[src/rtl/pipe_pkg.sv]
// Shared definitions for the pipeline boundary registers: state encoding of the
// elastic stage and the payload bundles carried across each stage boundary.
package pipe_pkg;

    typedef enum logic [1:0] {
        ST_EMPTY = 2'd0,
        ST_FULL  = 2'd1,
        ST_SKID  = 2'd2
    } state_e;

    localparam int XLEN      = 32;
    localparam int REG_IDX_W = 5;

    localparam int ID_CTRL_W  = 14;
    localparam int MEM_CTRL_W = 6;
    localparam int WB_CTRL_W  = 3;

    localparam int IFID_W  = 2 * XLEN;
    localparam int IDEX_W  = ID_CTRL_W + 4 * XLEN + 3 * REG_IDX_W;
    localparam int EXMEM_W = MEM_CTRL_W + 2 * XLEN + REG_IDX_W;
    localparam int MEMWB_W = WB_CTRL_W + XLEN + REG_IDX_W;

    typedef struct packed {
        logic [XLEN-1:0] pc;
        logic [XLEN-1:0] instr;
    } ifid_t;

    typedef struct packed {
        logic [ID_CTRL_W-1:0] ctrl;
        logic [XLEN-1:0]      pc;
        logic [XLEN-1:0]      rs1_val;
        logic [XLEN-1:0]      rs2_val;
        logic [XLEN-1:0]      imm;
        logic [REG_IDX_W-1:0] rd;
        logic [REG_IDX_W-1:0] rs1;
        logic [REG_IDX_W-1:0] rs2;
    } idex_t;

    typedef struct packed {
        logic [MEM_CTRL_W-1:0] ctrl;
        logic [XLEN-1:0]       alu_res;
        logic [XLEN-1:0]       rs2_val;
        logic [REG_IDX_W-1:0]  rd;
    } exmem_t;

    typedef struct packed {
        logic [WB_CTRL_W-1:0] ctrl;
        logic [XLEN-1:0]      wb_data;
        logic [REG_IDX_W-1:0] rd;
    } memwb_t;

    // Field order in each struct defines the bit layout on the wire: first field is the MSBs.
    function automatic logic [IFID_W-1:0] ifid_pack(input ifid_t b);
        return b;
    endfunction

    function automatic ifid_t ifid_unpack(input logic [IFID_W-1:0] v);
        return ifid_t'(v);
    endfunction

    function automatic logic [IDEX_W-1:0] idex_pack(input idex_t b);
        return b;
    endfunction

    function automatic idex_t idex_unpack(input logic [IDEX_W-1:0] v);
        return idex_t'(v);
    endfunction

    function automatic logic [EXMEM_W-1:0] exmem_pack(input exmem_t b);
        return b;
    endfunction

    function automatic exmem_t exmem_unpack(input logic [EXMEM_W-1:0] v);
        return exmem_t'(v);
    endfunction

    function automatic logic [MEMWB_W-1:0] memwb_pack(input memwb_t b);
        return b;
    endfunction

    function automatic memwb_t memwb_unpack(input logic [MEMWB_W-1:0] v);
        return memwb_t'(v);
    endfunction

endpackage

[src/rtl/pipe_stage_elastic.sv]
// Elastic valid/ready pipeline register with flush; SKID=1 adds a second entry so
// in_ready can come straight from a flop while still sustaining one transfer per cycle.
module pipe_stage_elastic
    import pipe_pkg::*;
#(
    parameter int DATA_W = 128,
    parameter int SKID   = 1
) (
    input  logic              clk,
    input  logic              rst,
    input  logic              flush,
    input  logic              in_valid,
    output logic              in_ready,
    input  logic [DATA_W-1:0] in_data,
    output logic              out_valid,
    input  logic              out_ready,
    output logic [DATA_W-1:0] out_data,
    output logic [1:0]        occupancy
);

    if (SKID != 0) begin : g_skid
        state_e              state_q, state_d;
        logic [DATA_W-1:0]   main_q, main_d;
        logic [DATA_W-1:0]   skid_q, skid_d;
        logic                in_ready_q, in_ready_d;
        logic                in_fire, out_fire;

        assign in_ready  = in_ready_q;
        assign out_valid = (state_q != ST_EMPTY);
        assign out_data  = main_q;
        assign occupancy = state_q;
        assign in_fire   = in_valid & in_ready_q;
        assign out_fire  = out_valid & out_ready;

        always_comb begin
            // NOTE: every signal this block drives gets a default first, so no path infers a latch.
            state_d = state_q;
            main_d  = main_q;
            skid_d  = skid_q;
            case (state_q)
                ST_EMPTY: begin
                    if (in_fire) begin
                        state_d = ST_FULL;
                        main_d  = in_data;
                    end
                end
                ST_FULL: begin
                    if (in_fire && out_fire) begin
                        main_d = in_data;
                    end else if (in_fire) begin
                        state_d = ST_SKID;
                        skid_d  = in_data;
                    end else if (out_fire) begin
                        state_d = ST_EMPTY;
                    end
                end
                ST_SKID: begin
                    if (out_fire) begin
                        state_d = ST_FULL;
                        main_d  = skid_q;
                    end
                end
                default: state_d = ST_EMPTY;
            endcase
            // Flush only kills the valid state; payload registers keep their contents.
            if (flush) begin
                state_d = ST_EMPTY;
                main_d  = main_q;
                skid_d  = skid_q;
            end
            in_ready_d = (state_d != ST_SKID);
        end

        always_ff @(posedge clk or posedge rst) begin
            // NOTE: sequential state is written with non-blocking assignments only.
            if (rst) begin
                state_q    <= ST_EMPTY;
                main_q     <= '0;
                skid_q     <= '0;
                in_ready_q <= 1'b0;
            end else begin
                state_q    <= state_d;
                main_q     <= main_d;
                skid_q     <= skid_d;
                in_ready_q <= in_ready_d;
            end
        end
    end else begin : g_single
        state_e              state_q, state_d;
        logic [DATA_W-1:0]   main_q, main_d;
        logic                live_q, live_d;
        logic                in_fire, out_fire;

        // live_q holds in_ready low until the first edge after reset releases.
        assign out_valid = (state_q == ST_FULL);
        assign in_ready  = live_q & (~out_valid | out_ready);
        assign out_data  = main_q;
        assign occupancy = state_q;
        assign in_fire   = in_valid & in_ready;
        assign out_fire  = out_valid & out_ready;

        always_comb begin
            state_d = state_q;
            main_d  = main_q;
            live_d  = 1'b1;
            if (in_fire) begin
                state_d = ST_FULL;
                main_d  = in_data;
            end else if (out_fire) begin
                state_d = ST_EMPTY;
            end
            if (flush) begin
                state_d = ST_EMPTY;
                main_d  = main_q;
            end
        end

        always_ff @(posedge clk or posedge rst) begin
            if (rst) begin
                state_q <= ST_EMPTY;
                main_q  <= '0;
                live_q  <= 1'b0;
            end else begin
                state_q <= state_d;
                main_q  <= main_d;
                live_q  <= live_d;
            end
        end
    end

endmodule

[config.mk]
export PLATFORM = sky130hd
export DESIGN_NAME = pipe_stage_elastic
export DESIGN_NICKNAME = d
export VERILOG_FILES = /design/src/rtl/pipe_pkg.sv /design/src/rtl/pipe_stage_elastic.sv
export SDC_FILE = /design/constraint.sdc
export NUM_CORES = 1
export LEC_CHECK = 0
export ABC_AREA = 1
export CAP_MARGIN = 20
export CORE_MARGIN = 3
export CORE_UTILIZATION = 60
export CTS_BUF_LIST = sky130_fd_sc_hd__clkbuf_16
export CTS_CLUSTER_DIAMETER = 50
export DETAILED_ROUTE_END_ITERATION = 8
export DONT_BUFFER_PORTS = 1
export PLACE_DENSITY = 0.87
export SYNTH_ARGS = -nofsm -noshare
export SYNTH_HDL_FRONTEND = slang
export SYNTH_SLANG_ARGS = --single-unit
[constraint.sdc]
create_clock -name clk -period 13.1 [get_ports clk]
set_input_delay 3.275 -clock clk [delete_from_list [all_inputs] [get_ports clk]]
set_output_delay 3.275 -clock clk [all_outputs]
set_load 0.03 [all_outputs]
==> impl_metrics.yaml <==
setup_path:
  cp-start-kind: "flip-flop"
  max_stage_delay_ns: 0.58
  crit_chain: "inv_4, nand2_1"
  worstSetupStartpoint: "occupancy[0]"
  path_class: "reg -> out"
  cp_top_family: "buffers and inverters"
  crit_arrival_ns: 2.12
  endpoint_kind: "output port"
  crit_buf_inv: 1
  cp_slowest_cell: "inv_4"
  worst_ep_required_time_ns: 9.82
  r2r-start: "occupancy[0]"
  crit_path_max_fanout: 62
clock_tree:
  cts_tree: "done"
  cts.htree.levels: 1
  cts_hold_buf: 0
  clockBufferDepth: 3
  clk_pin_slew_worst_paths_ns: 0.06
  clk-insertion-delay-late_ns: 0.54
  cts_root_buffer: "clkbuf_16"
  post_cts_buffers: 0
  cts_resized: 0
  clock-sinks: 259
  cts_buffers: 30
global_routing:
  grt.overflow.total: 0
  antenna_found_initial: 0
  grt_pass1_vias: 10050
  grt_first_pass_wirelength_um: 52300
  grt_max_degree: 107
  grtUsageTotal: 0.288
power:
  clkPwrFrac: 0.340
  leakagePower_nw: 7.12
  combPwrFrac: 0.120
  p_int_mw: 1.53
  p_seq_frac: 0.540
  switchingPower_mw: 0.778
  ir_worst_vdd_uv: 117
  pwr_density_cell_nw_per_um2: 179
  sw_frac_of_total: 0.337
sta:
  tightest_slew_ns: 1.13
  relSlewSlack: 0.249
  max_freq_mhz: 185
  rsz0062_at_grt: "false"
  drv_slew: 0
  setup_viol: 0
  fin_setup_tns_ns: 0
  hold_violations: 0
  skew_ns: 0.0136
  fin_crit_ns: 5.40
  finalCritPeriodShare: 0.412
synthesis:
  syn_nets: 1697
  avgSynthCellArea_um2: 7.70
  yosys_warnings: 0
  synth_area_leader_cell: "dfrtp_1"
  synth.mux.area_fraction: 0
  synthXorXnorAreaFrac: 0
  synth_area_leaders: "dfrtp_1, nand2_1, nand3_1"
  yosysSeqAreaShare: 0.538
  synth-seq-cells: 259
  yosys.area_share.simple: 0.405
  synth_compound_area_frac: 0.00145
  ys_types: 14
  yosys.area.top_type_share: 0.538
  synth_top_family_by_area: "simple AND/OR/NAND/NOR gates"
  synthAdderAreaFrac: 0
  mappedNetlistArea_um2: 12000
  synthCells: 1564
final_layout:
  drive_above_1_share: 0.0452
  postLayoutCoreUtil: 0.658
  instances_no_fill: 1771
  diodes: 0
  layout_common_cells: "nand2_1, nand3_1, dfrtp_1, clkbuf_16, buf_4"
  seq_area_um2: 6480
  layout_commonest_cell: "nand2_1"
  nets: 1618
  syn2layout_area_growth_pct: 7.10
  multi_input_area_um2: 4940
  fillers: 1589
floorplanning:
  dieArea_um2: 21800
  die_x_um: 148
  io_pins: 265
  fp.dieH_um: 148
  num_rows: 51
  start_util: 0.615
  core_um2: 19600
route:
  ant_nets: 0
  drc_errors: 0
  drt_iter0_markers: 841
  avgViaCountPerCell: 5.88
  drt_wl_total_um: 31900
  vias: 10405
  wl_per_cell_um: 18.0
  firstDrtPassIters: 8
place:
  portBuffers: 0
  placed_cells: 1716
  gp_congestion: 0.824
  place_hpwl_um: 18600
run:
  maxCapViolCount: 0
hold_path:
  min_from: "g_skid.skid_q[62]"
  hp-class: "reg -> reg"
outcome:
  status: "finished clean"
==> final cells by class <==
cell class,instances,share of cell area
Multi-Input combinational cell,1170,0.383
Tap cell,265,0.0257
Clock inverter,22,0.0125
Inverter,8,0.00310
Timing Repair Buffer,16,0.0124
Sequential cell,259,0.503
Clock buffer,31,0.0602
==> cells by family (layout without fill, tap and decap cells) <==
logic type | count (synthesis) | in the layout
AOI/OAI and AO/OA | 3 | 3
buffers and inverters | 135 | 77
DFF | 259 | 259
and+or+nand+nor | 1167 | 1167
==> layer usage <==
layer	share of wire	track usage
met1	0.38	0.379
met2	0.46	0.453
met3	0.13	0.0987
met4	0.032	0.0988
met5	0	0
==> power groups by stage <==
stage | clock network (mW) | logic, mW | registers, mW
after global routing | 0.836 | 0.325 | 1.27
after detailed placement | 0 | 0.275 | 1.26
after global placement | 0 | 0.258 | 1.25
after CTS | 0.798 | 0.276 | 1.25
final | 0.787 | 0.276 | 1.25
after floorplan | 0 | 0.229 | 1.22
==> per-stage QoR <==
step / hold slack, ns / worst slack [ns] / cell area [µm²] / power, mW
floorplan: 0.443 / 2.70 / 12000 / 1.45
detailed placement: 0.459 / 7.61 / 11900 / 1.53
global placement: 0.454 / 7.65 / 11900 / 1.51
global route: 0.489 / 7.59 / 12900 / 2.43
finish: 0.470 / 7.70 / 12900 / 2.31
CTS: 0.473 / 7.65 / 12800 / 2.32
==> final timing paths <==
kind	endpoint	slack, ns	cells past startpoint
max in group asynchronous	occupancy[1]	8.80	2
worst max register to register	out_data[48]	9.43	8
worst min register to register	g_skid.skid_q[62]	0.47	2
worst max-delay path	out_valid	7.70	2
worst min-delay path	g_skid.skid_q[62]	0.47	2
min in group asynchronous	g_skid.skid_q[115]	2.67	1
==> worst register-to-register path: stages (launching register included) <==
cell     delay [ns]
dfrtp_1        0.55
inv_4          0.58
nand2_1        0.46
nand2_4        0.66
nand3_4        0.39
buf_4          0.41
buf_16         0.27
nand2_1        0.16
nand2_1        0.07
==> cells in the mapped netlist, drive strengths merged <==
cell type / n
nor3: 1
buf: 111
o21ai: 1
clkbuf: 16
nor2: 4
nand3: 385
inv: 8
a21oi: 1
o211ai: 1
nand2: 777
dfrtp: 259
==> flip-flops by register name, indices dropped and copies added (netlist names) <==
name / flops
g_skid.skid_q: 128
in_ready: 1
occupancy: 2
out_data: 128
Note: power is estimated with default switching activity, not from simulation.
